## config.mk

```make
export PLATFORM = sky130hd
export DESIGN_NAME = fanout_group_sequencer
export DESIGN_NICKNAME = d
export VERILOG_FILES = /design/src/rtl/fanout_seq_pkg.sv /design/src/rtl/fanout_gap_timer.sv /design/src/rtl/fanout_group_sequencer.sv
export SDC_FILE = /design/constraint.sdc
export NUM_CORES = 1
export LEC_CHECK = 0
export BUFFER_PORTS_ARGS = -buffer_cell sky130_fd_sc_hd__buf_4
export CORE_UTILIZATION = 54
export DETAILED_ROUTE_END_ITERATION = 10
export PLACE_DENSITY = 0.79
export RECOVER_POWER = 50
export SLEW_MARGIN = 40
export SYNTH_ARGS = -nofsm -noshare
export SYNTH_HDL_FRONTEND = slang
export SYNTH_SLANG_ARGS = --single-unit
```

## constraint.sdc

```tcl
create_clock -name clk -period 2.9 [get_ports clk]
set_input_delay 0.145 -clock clk [delete_from_list [all_inputs] [get_ports clk]]
set_output_delay 0.145 -clock clk [all_outputs]
set_load 0.03 [all_outputs]
```

## src/rtl/fanout_seq_pkg.sv

```systemverilog
// Shared types, default sizes and group slicing helper for the fanout group sequencer.
package fanout_seq_pkg;

    // Default geometry: 4 buffer branches of 5 outputs, 4-bit stagger gap
    localparam int NUM_GROUPS_DEF  = 4;
    localparam int GROUP_WIDTH_DEF = 5;
    localparam int GAP_W_DEF       = 4;

    // Sequencer state: IDLE holds all groups at the settled level, RUN walks the groups
    typedef enum logic {
        IDLE = 1'b0,
        RUN  = 1'b1
    } state_t;

    // Lowest out_bus bit index occupied by group idx
    function automatic int group_lsb(input int idx, input int width);
        return idx * width;
    endfunction

endpackage

```

## src/rtl/fanout_gap_timer.sv

```systemverilog
// Load/decrement counter used to space consecutive group updates.
// The count parks at zero rather than wrapping; the sequencer reloads it
// every time a group is switched.
module fanout_gap_timer #(
    parameter int GAP_W = 4
) (
    input  logic             clk,
    input  logic             rst,
    input  logic             load,
    input  logic [GAP_W-1:0] load_val,
    input  logic             dec,
    output logic             zero
);

    logic [GAP_W-1:0] cnt;

    // Load has priority over decrement; decrement stops at zero
    always_ff @(posedge clk or posedge rst) begin
        if (rst) begin
            cnt <= '0;
        end else if (load) begin
            cnt <= load_val;
        end else if (dec && (cnt != '0)) begin
            cnt <= cnt - 1'b1;
        end
    end

    assign zero = (cnt == '0);

endmodule

```

## src/rtl/fanout_group_sequencer.sv

```systemverilog
// Sequenced driver for a buffered high-fanout net: one input level is
// distributed to NUM_GROUPS output groups, switched one group at a time with
// a programmable idle gap between groups to limit simultaneous switching.
module fanout_group_sequencer
    import fanout_seq_pkg::*;
#(
    parameter int NUM_GROUPS  = NUM_GROUPS_DEF,
    parameter int GROUP_WIDTH = GROUP_WIDTH_DEF,
    parameter int GAP_W       = GAP_W_DEF
) (
    input  logic                              clk,
    input  logic                              rst,
    input  logic                              in_level,
    input  logic [GAP_W-1:0]                  gap_cfg,
    output logic [NUM_GROUPS*GROUP_WIDTH-1:0] out_bus,
    output logic                              busy,
    output logic                              done
);

    localparam int IDX_W = (NUM_GROUPS > 1) ? $clog2(NUM_GROUPS) : 1;
    localparam logic [IDX_W-1:0] LAST_IDX = IDX_W'(NUM_GROUPS - 1);
    localparam logic [IDX_W-1:0] FIRST_RUN_IDX = IDX_W'(1);

    state_t           state;
    logic             in_q;
    logic             level;
    logic             target;
    logic [GAP_W-1:0] gap_lat;
    logic [IDX_W-1:0] grp_idx;

    logic             tmr_load;
    logic             tmr_dec;
    logic [GAP_W-1:0] tmr_val;
    logic             gap_zero;

    // Gap counter control: load at sequence start and after each group
    // switch, otherwise count the idle gap down while running
    always_comb begin
        tmr_load = 1'b0;
        tmr_dec  = 1'b0;
        tmr_val  = gap_lat;
        case (state)
            IDLE: begin
                if (in_q != level) begin
                    tmr_load = 1'b1;
                    tmr_val  = gap_cfg;
                end
            end
            RUN: begin
                if (gap_zero) begin
                    tmr_load = 1'b1;
                    tmr_val  = gap_lat;
                end else begin
                    tmr_dec = 1'b1;
                end
            end
            default: begin
                tmr_load = 1'b0;
            end
        endcase
    end

    fanout_gap_timer #(
        .GAP_W(GAP_W)
    ) u_gap_timer (
        .clk     (clk),
        .rst     (rst),
        .load    (tmr_load),
        .load_val(tmr_val),
        .dec     (tmr_dec),
        .zero    (gap_zero)
    );

    // Sequencer FSM with registered group outputs and status flags
    always_ff @(posedge clk or posedge rst) begin
        if (rst) begin
            state   <= IDLE;
            in_q    <= 1'b0;
            level   <= 1'b0;
            target  <= 1'b0;
            gap_lat <= '0;
            grp_idx <= '0;
            out_bus <= '0;
            busy    <= 1'b0;
            done    <= 1'b0;
        end else begin
            in_q <= in_level;
            done <= 1'b0;
            case (state)
                IDLE: begin
                    if (in_q != level) begin
                        target  <= in_q;
                        gap_lat <= gap_cfg;
                        out_bus[group_lsb(0, GROUP_WIDTH) +: GROUP_WIDTH] <= {GROUP_WIDTH{in_q}};
                        if (NUM_GROUPS == 1) begin
                            // Single group: the whole sequence is this one edge
                            level <= in_q;
                            done  <= 1'b1;
                        end else begin
                            grp_idx <= FIRST_RUN_IDX;
                            state   <= RUN;
                            busy    <= 1'b1;
                        end
                    end
                end
                RUN: begin
                    if (gap_zero) begin
                        for (int g = 0; g < NUM_GROUPS; g++) begin
                            if (grp_idx == IDX_W'(g)) begin
                                out_bus[group_lsb(g, GROUP_WIDTH) +: GROUP_WIDTH] <= {GROUP_WIDTH{target}};
                            end
                        end
                        if (grp_idx == LAST_IDX) begin
                            state   <= IDLE;
                            level   <= target;
                            busy    <= 1'b0;
                            done    <= 1'b1;
                            grp_idx <= '0;
                        end else begin
                            grp_idx <= grp_idx + 1'b1;
                        end
                    end
                end
                default: begin
                    state <= IDLE;
                    busy  <= 1'b0;
                end
            endcase
        end
    end

endmodule

```

==> results.py, run 1 <==
metrics = {
    "hold_path": {
        "worstHoldPathType": "in -> reg",
    },
    "logic_synthesis": {
        "ys_warn_count": 0,
        "synthArstFlopShare": 1.00,
        "syn_area_um2": 1050,
        "synth-edff-count": 0,
        "ys_seq_elements": 19,
        "synth_nets": 115,
        "ys.flop_type": "dfrtp_1",
        "ys_seq_area_frac": 0.452,
        "synth_cell_types": 26,
        "avgSynthCellArea_um2": 10.2,
        "synth_cells": 103,
    },
    "clock_network": {
        "cts_hold_buffers": 2,
        "cts_root_buf": "clkbuf_4",
        "cts_max_path_buffers": 2,
        "clock_latency_ns": 0.30,
        "cts.clk_slew.worst_paths_ns": 0.11,
        "postCtsSetupRepairBufs": 0,
        "cts_tree": "yes",
        "cts_resized": 0,
        "h-tree-depth": 1,
        "cts_num_sinks": 19,
        "cts_buffers": 3,
    },
    "route": {
        "avgViaCountPerCell": 4.94,
        "vias": 702,
        "drt-initial-drc-count": 17,
        "drt_drc_violations_left": 0,
        "drtAntennaViolNets": 0,
        "firstDrtPassIters": 4,
        "wirelength_um": 1690,
        "routedWlPerCell_um": 11.9,
    },
    "cells_and_area": {
        "layout_common_cells": "19 x dfrtp_1, 14 x buf_4, 12 x clkbuf_1, 8 x nor2_1, 8 x inv_1",
        "fill_cells": 155,
        "syn_to_final_growth_pct": 9.16,
        "mostFrequentLayoutCell": "dfrtp_1",
        "seqCellArea_um2": 475,
        "nets": 130,
        "diodes": 0,
        "multi_input_area_um2": 399,
        "drive_gt1_frac": 0.256,
    },
    "job": {
        "cap_violations": 0,
    },
    "die": {
        "row_count": 15,
        "pin_count": 29,
        "design.die.area_um2": 2130,
        "die_x_um": 46.1,
        "start_util": 0.590,
        "coreArea_um2": 1780,
        "die_h_um": 46.1,
    },
    "timing": {
        "slew_headroom": 0.530,
        "rsz0062_at_grt": "false",
        "finalCritPeriodShare": 0.601,
        "tightest_slew_ns": 0.705,
        "skew_ns": 0.0122,
        "slew_viol_final": 0,
        "final_hold_viol_count": 0,
        "period_needed_ns": 1.74,
        "setup_tns_ns": 0,
        "max_freq_mhz": 573,
        "whs_ns": 0.0620,
        "setup_viol": 0,
    },
    "setup_path": {
        "arrival_ns": 1.93,
        "required_ns": 3.08,
        "regToRegSetupSlack_ns": 1.16,
        "worstRegToRegCells": 4,
        "criticalPathCategory": "reg -> reg",
        "endpoint_kind": "register",
        "r2r_end": "out_bus[3]",
        "cp-endpoint": "out_bus[3]",
        "r2r-start": "out_bus[15]",
        "worstPathMaxFanout": 10,
        "worstSetupStartpoint": "out_bus[15]",
        "start_kind": "register",
    },
    "pwr": {
        "vdd_drop_max_v": 0.000612,
        "leakagePower_nw": 0.526,
        "power_density_nw_per_um2": 1140,
    },
    "place": {
        "hpwlAfterDp_um": 1230,
        "gp_congestion": 0.759,
        "io_buffers": 28,
    },
    "grt": {
        "grt_max_degree": 20,
        "overflow": 0,
        "first_global_vias": 604,
        "grt_pass1_wl_um": 2620,
        "grt.total_usage": 0.182,
        "antenna_found_initial": 0,
    },
    "status": {
        "status": "completed",
    },
}
-- layer usage --
metal / global-route usage / routed length [um]
met5: 0 / 0
met1: 0.238 / 760
met2: 0.259 / 810
met3: 0.0353 / 63
met4: 0.147 / 49
-- power by group --
group	switching [mW]	total, mW	internal, mW
Sequential	0.0989	0.469	0.370
Combinational	0.460	0.710	0.249
Clock	0.0799	0.131	0.0514
Total	0.639	1.31	0.671
-- cell families (layout without fill, tap and decap cells) --
| kind of cell | Yosys count | after routing | synth area share |
|---|---|---|---|
| XOR/XNOR | 2 | 2 | 0.0238 |
| flip-flops | 19 | 19 | 0.452 |
| AND/OR/NAND/NOR | 21 | 21 | 0.0975 |
| multiplexers | 7 | 7 | 0.0785 |
| adder cells (fa/ha/maj) | 5 | 5 | 0.0595 |
| AO/OA/AOI/OAI | 21 | 21 | 0.120 |
| buffers and inverters | 28 | 42 | 0.169 |
-- critical path, stage by stage, from the launching register on --
cell     delay [ns]
dfrtp_1        0.51
xor2_2         0.31
and2b_1        0.41
a21oi_2        0.08
mux2_4         0.31
-- layout make-up --
type	count	share of cell area
repair buffers	30	0.161
well taps	25	0.0272
inverters	8	0.0261
clock buffers	3	0.0196
multi-input cells	56	0.347
clock inverters	1	0.00436
flip-flops and latches	19	0.414
-- through the flow --
step	setup slack, ns	std cells	util	cell area (um2)	total power, mW
2_1_floorplan	1.42	103	-	1050	1.14
3_3_place_gp	1.25	136	0.643	1150	1.23
3_5_place_dp	1.20	136	0.643	1150	1.25
4_1_cts	1.17	142	0.669	1190	1.39
5_1_grt	1.06	142	0.644	1150	1.41
6_report	1.16	142	0.644	1150	1.31
-- state kept, by name, indices dropped and copies added, names as in the netlist --
signal	count
gap_lat	4
busy	1
in_q	1
state	1
done	1
grp_idx	2
target	1
out_bus	4
u_gap_timer.cnt	4
-- how the worst min path moves through the flow --
stage	endpoint	start	slack, ns	depth (start not counted)
6_report	gap_lat[2]	gap_cfg[2]	0.06	3
5_1_grt	gap_lat[1]	gap_cfg[1]	0.06	2
4_1_cts	gap_lat[2]	gap_cfg[2]	0.06	3
3_5_place_dp	in_q	in_level	0.26	1
3_3_place_gp	in_q	in_level	0.26	1
2_1_floorplan	busy	rst	0.1	1
-- synth_stat cells (all sizes together) (2+ instances only) --
cell,n,share of area
nand2,7,0.025
a21oi,7,0.037
a211oi,2,0.014
buf,19,0.14
o31ai,2,0.014
nor2,8,0.029
mux2,7,0.078
o21ai,7,0.033
dfrtp,19,0.45
inv,8,0.029
ha,5,0.059
o211ai,2,0.014
xor2,2,0.024
Power figures use the tool's default switching activity.
==> run 2: changes to the inputs <==
--- a/config.mk
+++ b/config.mk
@@ -6,9 +6,9 @@
 export NUM_CORES = 1
 export LEC_CHECK = 0
 export BUFFER_PORTS_ARGS = -buffer_cell sky130_fd_sc_hd__buf_4
-export CORE_UTILIZATION = 54
+export CORE_UTILIZATION = 46
 export DETAILED_ROUTE_END_ITERATION = 10
-export PLACE_DENSITY = 0.79
+export PLACE_DENSITY = 0.71
 export RECOVER_POWER = 50
 export SLEW_MARGIN = 40
 export SYNTH_ARGS = -nofsm -noshare
==> constraint.sdc (replaced) <==
create_clock -name clk -period 1.43 [get_ports clk]
set_input_delay 0.0715 -clock clk [delete_from_list [all_inputs] [get_ports clk]]
set_output_delay 0.0715 -clock clk [all_outputs]
set_load 0.03 [all_outputs]
==> run 2 against run 1 <==
Critical path depth rose by 3. Power rose by 140%. Sequential cell count did not move. The flow now finishes with violations (negative hold slack, negative setup slack).
==> results.py, run 2 (synthesis gave the netlist of run 1 again) <==
metrics = {
    "status": {
        "status": "complete, but fails checks",
        "violations": "negative hold slack, negative setup slack",
    },
    "place": {
        "dp.cells": 148,
        "preCtsSetupSlack_ns": 0.00381,
        "place_area_um2": 1220,
        "gp_congestion": 0.810,
        "io_buffers": 28,
        "hpwlAfterDp_um": 1370,
    },
    "timing": {
        "rsz0062_at_grt": "true",
        "whs_ns": -0.00157,
        "period_needed_ns": 1.47,
        "tightest_slew_ns": 0.493,
        "setup_viol": 2,
        "timing.final.ws_setup_ns": -0.0380,
        "setup_tns_ns": -0.0596,
        "slew_viol_final": 0,
        "skew_ns": 0.00303,
        "finalCritPeriodShare": 1.03,
        "slew_headroom": 0.671,
        "max_freq_mhz": 681,
        "final_hold_viol_count": 1,
    },
    "die": {
        "pin_count": 29,
        "die_x_um": 49.8,
        "coreArea_um2": 2060,
        "start_util": 0.510,
        "design.die.area_um2": 2480,
        "row_count": 16,
        "die_h_um": 49.8,
    },
    "route": {
        "drt_drc_violations_left": 0,
        "drt-initial-drc-count": 18,
        "firstDrtPassIters": 4,
        "routedWlPerCell_um": 13.5,
        "vias": 792,
        "wirelength_um": 2130,
        "drtAntennaViolNets": 0,
        "avgViaCountPerCell": 5.01,
    },
    "grt": {
        "antenna_found_initial": 0,
        "overflow": 0,
        "grt_max_degree": 12,
        "first_global_vias": 719,
        "grt.total_usage": 0.168,
        "grt_pass1_wl_um": 3130,
    },
    "setup_path": {
        "start_kind": "register",
        "critPathMaxStageDelay_ns": 0.41,
        "required_ns": 1.63,
        "crit_buf_inv": 2,
        "worstPathMaxFanout": 5,
        "crit_chain": "inv_2 -> ha_4 -> and4bb_4 -> buf_6 -> nor2_2 -> a21oi_1 -> a21oi_1",
        "critical_path_depth": 7,
        "crit_family": "flip-flops",
        "slowest_stage": "dfrtp_1",
        "path_common_cell": "a21oi_1",
        "criticalPathCategory": "reg -> reg",
        "worstRegToRegCells": 7,
        "arrival_ns": 1.67,
        "endpoint_kind": "register",
    },
    "clock_network": {
        "cts.clk_slew.worst_paths_ns": 0.11,
        "cts_buffers": 3,
        "h-tree-depth": 1,
        "cts_root_buf": "clkbuf_4",
        "clock_latency_ns": 0.31,
        "cts_max_path_buffers": 2,
        "cts_tree": "yes",
        "cts_num_sinks": 19,
    },
    "cells_and_area": {
        "layout_common_cells": "28 x buf_4, 18 x dfrtp_1",
        "mostFrequentLayoutCell": "buf_4",
        "top_regs": "gap_lat x4, out_bus x4, u_gap_timer.cnt x4",
        "stdcell_count": 158,
        "diodes": 0,
        "syn_to_final_growth_pct": 27.9,
        "nets": 144,
        "final_area_um2": 1350,
        "drive_gt1_frac": 0.450,
        "fill_cells": 174,
    },
    "job": {
        "cap_violations": 0,
    },
    "pwr": {
        "report.power.total_mw": 3.15,
        "power_density_nw_per_um2": 2340,
        "vdd_drop_max_v": 0.00127,
        "leakagePower_nw": 0.621,
    },
    "hold_path": {
        "worstHoldPathType": "in -> reg",
        "hold_depth": 2,
    },
}
==> run 2: cell count changes in the layout (fill, tap and decap cells not counted), sizes merged <==
| cell | delta |
|---|---|
| buf | +17 |
| dlygate4sd3 | +2 |
| and4bb | +1 |
| clkbuf | -6 |
==> run 2: stage by stage <==
step / utilization / hold slack (ns)
floorplan: - / 0.0226
global placement: 0.594 / 0.0827
detailed placement: 0.594 / 0.0882
CTS: 0.626 / 0.00495
global route: 0.653 / 0.00892
finish: 0.653 / -0.00157
==> run 2: final timing paths <==
| kind | from | slack (ns) | end |
|---|---|---|---|
| min in group asynchronous | rst | 0.29 | target |
| max | u_gap_timer.cnt[1] | -0.04 | u_gap_timer.cnt[1] |
| min | gap_cfg[0] | -0.002 | gap_lat[0] |
| max in group asynchronous | rst | 0.39 | grp_idx[0] |
| max reg2reg | u_gap_timer.cnt[1] | -0.04 | u_gap_timer.cnt[1] |
| min reg2reg | busy | 0.50 | busy |
==> run 2: repair_timing <==
item	in CTS	in global routing
setup endpoints to repair	2	9
setup buffers	1	0
cloned	0	1
gates resized for setup	1	16
hold endpoints to repair	12	1
pin swaps	1	4
hold buffers	3	1
==> run 2: routing by layer <==
metal  part of all wire  global-route usage  vias up
met5                  0                   0        -
met4              0.013              0.0714        0
met3              0.041              0.0278        2
met2               0.52               0.279       27
met1               0.43               0.214      382
li1                   -                   -      381
==> run 2: report_power, final <==
group / switching (mW) / total [mW] / internal [mW] / leakage (nW)
registers: 0.198 / 0.951 / 0.753 / 0.218
logic: 1.12 / 1.92 / 0.800 / 0.385
clock network: 0.180 / 0.285 / 0.105 / 0.0177
total: 1.49 / 3.15 / 1.66 / 0.621
==> run 2: area by class of cell <==
type	count	area [um2]	area share
Clock buffer	3	22.5	0.0167
Tap cell	27	33.8	0.0251
Inverter	8	30.0	0.0223
Sequential cell	19	477	0.354
Multi-Input combinational cell	57	457	0.339
Timing Repair Buffer	43	322	0.239
Clock inverter	1	5.00	0.00372
==> run 3: changes to the inputs <==
--- a/config.mk
+++ b/config.mk
@@ -6,11 +6,13 @@
 export NUM_CORES = 1
 export LEC_CHECK = 0
 export BUFFER_PORTS_ARGS = -buffer_cell sky130_fd_sc_hd__buf_4
-export CORE_UTILIZATION = 46
+export CORE_UTILIZATION = 48
+export CTS_BUF_LIST = sky130_fd_sc_hd__clkbuf_4
 export DETAILED_ROUTE_END_ITERATION = 10
-export PLACE_DENSITY = 0.71
+export PLACE_DENSITY = 0.74
 export RECOVER_POWER = 50
 export SLEW_MARGIN = 40
 export SYNTH_ARGS = -nofsm -noshare
 export SYNTH_HDL_FRONTEND = slang
 export SYNTH_SLANG_ARGS = --single-unit
+export TNS_END_PERCENT = 5
==> run 3 against run 2 <==
The run still ends with negative hold slack, negative setup slack left. Critical path depth fell by 2. Via count up 0.88%. Clock skew increased by 0.0048 ns. Global-route usage increased by 2.1 points. Critical path type unchanged. Power grew 1.3%. Non-clock buffer count grew 2. Sequential cell count did not move. Worst setup slack gained 0.0099 ns. First-iteration DRC count shrank 28%. Sequential share of layout area is 0.58 points lower. Combinational power about the same.
==> results.py, run 3 (synthesis gave the netlist of run 1 again) <==
metrics = {
    "setup_path": {
        "required_ns": 1.63,
        "endpoint_kind": "register",
        "worstPathMaxFanout": 8,
        "start_kind": "register",
        "arrival_ns": 1.66,
        "criticalPathCategory": "reg -> reg",
    },
    "timing": {
        "tightest_slew_ns": 0.677,
        "slew_headroom": 0.549,
        "max_freq_mhz": 686,
        "finalCritPeriodShare": 1.02,
        "skew_ns": 0.00780,
        "final_hold_viol_count": 1,
        "whs_ns": -0.00250,
        "setup_viol": 5,
        "rsz0062_at_grt": "true",
        "slew_viol_final": 0,
        "timing.final.ws_setup_ns": -0.0281,
        "period_needed_ns": 1.46,
    },
    "status": {
        "violations": "negative hold slack, negative setup slack",
        "status": "complete, but fails checks",
    },
    "grt": {
        "grt.total_usage": 0.189,
        "overflow": 0,
        "grt_pass1_wl_um": 3450,
        "antenna_found_initial": 0,
        "first_global_vias": 797,
        "grt_max_degree": 13,
    },
    "clock_network": {
        "cts_num_sinks": 19,
        "cts.clk_slew.worst_paths_ns": 0.11,
        "clock_latency_ns": 0.31,
        "h-tree-depth": 1,
        "cts_tree": "yes",
        "cts_root_buf": "clkbuf_4",
        "cts_max_path_buffers": 2,
        "cts_buffers": 3,
    },
    "die": {
        "pin_count": 29,
        "design.die.area_um2": 2380,
        "die_h_um": 48.8,
        "start_util": 0.526,
        "row_count": 16,
        "coreArea_um2": 2000,
        "die_x_um": 48.8,
    },
    "pwr": {
        "power_density_nw_per_um2": 2330,
        "netSwitchingPower_mw": 1.47,
        "p_clk_frac": 0.092,
        "seq_power_share": 0.303,
        "report.power.total_mw": 3.19,
        "p_int_mw": 1.72,
        "sw_frac_of_total": 0.462,
        "combPwrFrac": 0.605,
        "vdd_drop_max_v": 0.00112,
        "leakagePower_nw": 0.649,
    },
    "place": {
        "preCtsSetupSlack_ns": -0.0589,
        "hpwlAfterDp_um": 1440,
        "io_buffers": 28,
        "place_area_um2": 1220,
        "gp_congestion": 0.766,
    },
    "cells_and_area": {
        "diodes": 0,
        "layout_common_cells": "31 x buf_4, 18 x dfrtp_1, 8 x nor2_1",
        "mostFrequentLayoutCell": "buf_4",
        "top_regs": "gap_lat x4, out_bus x4, u_gap_timer.cnt x4",
        "syn_to_final_growth_pct": 30.1,
        "drive_gt1_frac": 0.470,
        "final_area_um2": 1370,
        "nets": 145,
        "fin_util": 0.684,
    },
    "job": {
        "cap_violations": 0,
    },
    "route": {
        "routedWlPerCell_um": 14.5,
        "drt_drc_violations_left": 0,
        "vias": 799,
        "wirelength_um": 2300,
        "firstDrtPassIters": 4,
        "drtAntennaViolNets": 0,
        "drt-initial-drc-count": 13,
        "avgViaCountPerCell": 5.03,
    },
    "hold_path": {
        "worstHoldPathType": "in -> reg",
    },
}
==> run 3: changes by cell type in the layout (fill, tap and decap cells not counted), moves of 2 or more <==
cell           previous run  this run
buf_4                    28        31
dlygate4sd3_1             4         2
mux2_2                    6         3
mux2_4                    1         4
nor2_1                    6         8
==> run 3: path summary, 6_finish.rpt <==
kind,start,endpoint,slack (ns),cells past startpoint
max,u_gap_timer.cnt[0],out_bus[3],-0.03,5
min,gap_cfg[2],gap_lat[2],-0.002,3
max reg2reg,u_gap_timer.cnt[0],out_bus[3],-0.03,5
min reg2reg,busy,busy,0.50,1
max in group asynchronous,rst,gap_lat[0],0.27,4
min in group asynchronous,rst,out_bus[3],0.26,3
==> run 3: power groups by stage <==
stage | registers, mW | logic (mW) | clock network, mW
after global placement | 0.932 | 1.69 | 0
after floorplan | 1.02 | 1.29 | 0
after CTS | 0.938 | 1.78 | 0.297
final | 0.967 | 1.93 | 0.295
after global routing | 0.992 | 2.07 | 0.311
after detailed placement | 0.950 | 1.72 | 0
==> run 3: critical path: stages (launching register included) <==
cell and delay (ns):
dfrtp_1 0.41, inv_2 0.07, ha_2 0.19, and4bb_4 0.32, a21oi_2 0.08, mux2_4 0.29
==> run 3: area by class of cell <==
cell class	count	area (um2)
Timing Repair Buffer	45	352
Inverter	8	30.0
Clock buffer	4	30.0
Multi-Input combinational cell	56	447
Sequential cell	19	477
Fill cell	146	633
Tap cell	27	33.8
==> run 3: through the flow <==
step,instances,setup TNS (ns)
floorplan,103,-0.0260
global placement,148,-0.0379
detailed placement,148,-0.0828
CTS,158,0
global route,159,-0.487
finish,159,-0.0870
==> run 3: layer usage <==
| layer | vias up | GRT usage | wire [um] |
|---|---|---|---|
| met5 | - | 0 | 0 |
| met4 | 0 | 0.0735 | 49 |
| met3 | 7 | 0.0343 | 124 |
| met2 | 28 | 0.322 | 1180 |
| met1 | 379 | 0.239 | 948 |
| li1 | 385 | - | - |
==> run 3: what timing repair did <==
action	CTS	global route
endpoints found under the setup margin	5	11
setup buffers	4	1
endpoints found under the hold margin	8	0
resized for setup	3	16
pin swaps	0	3
hold buffers	2	0
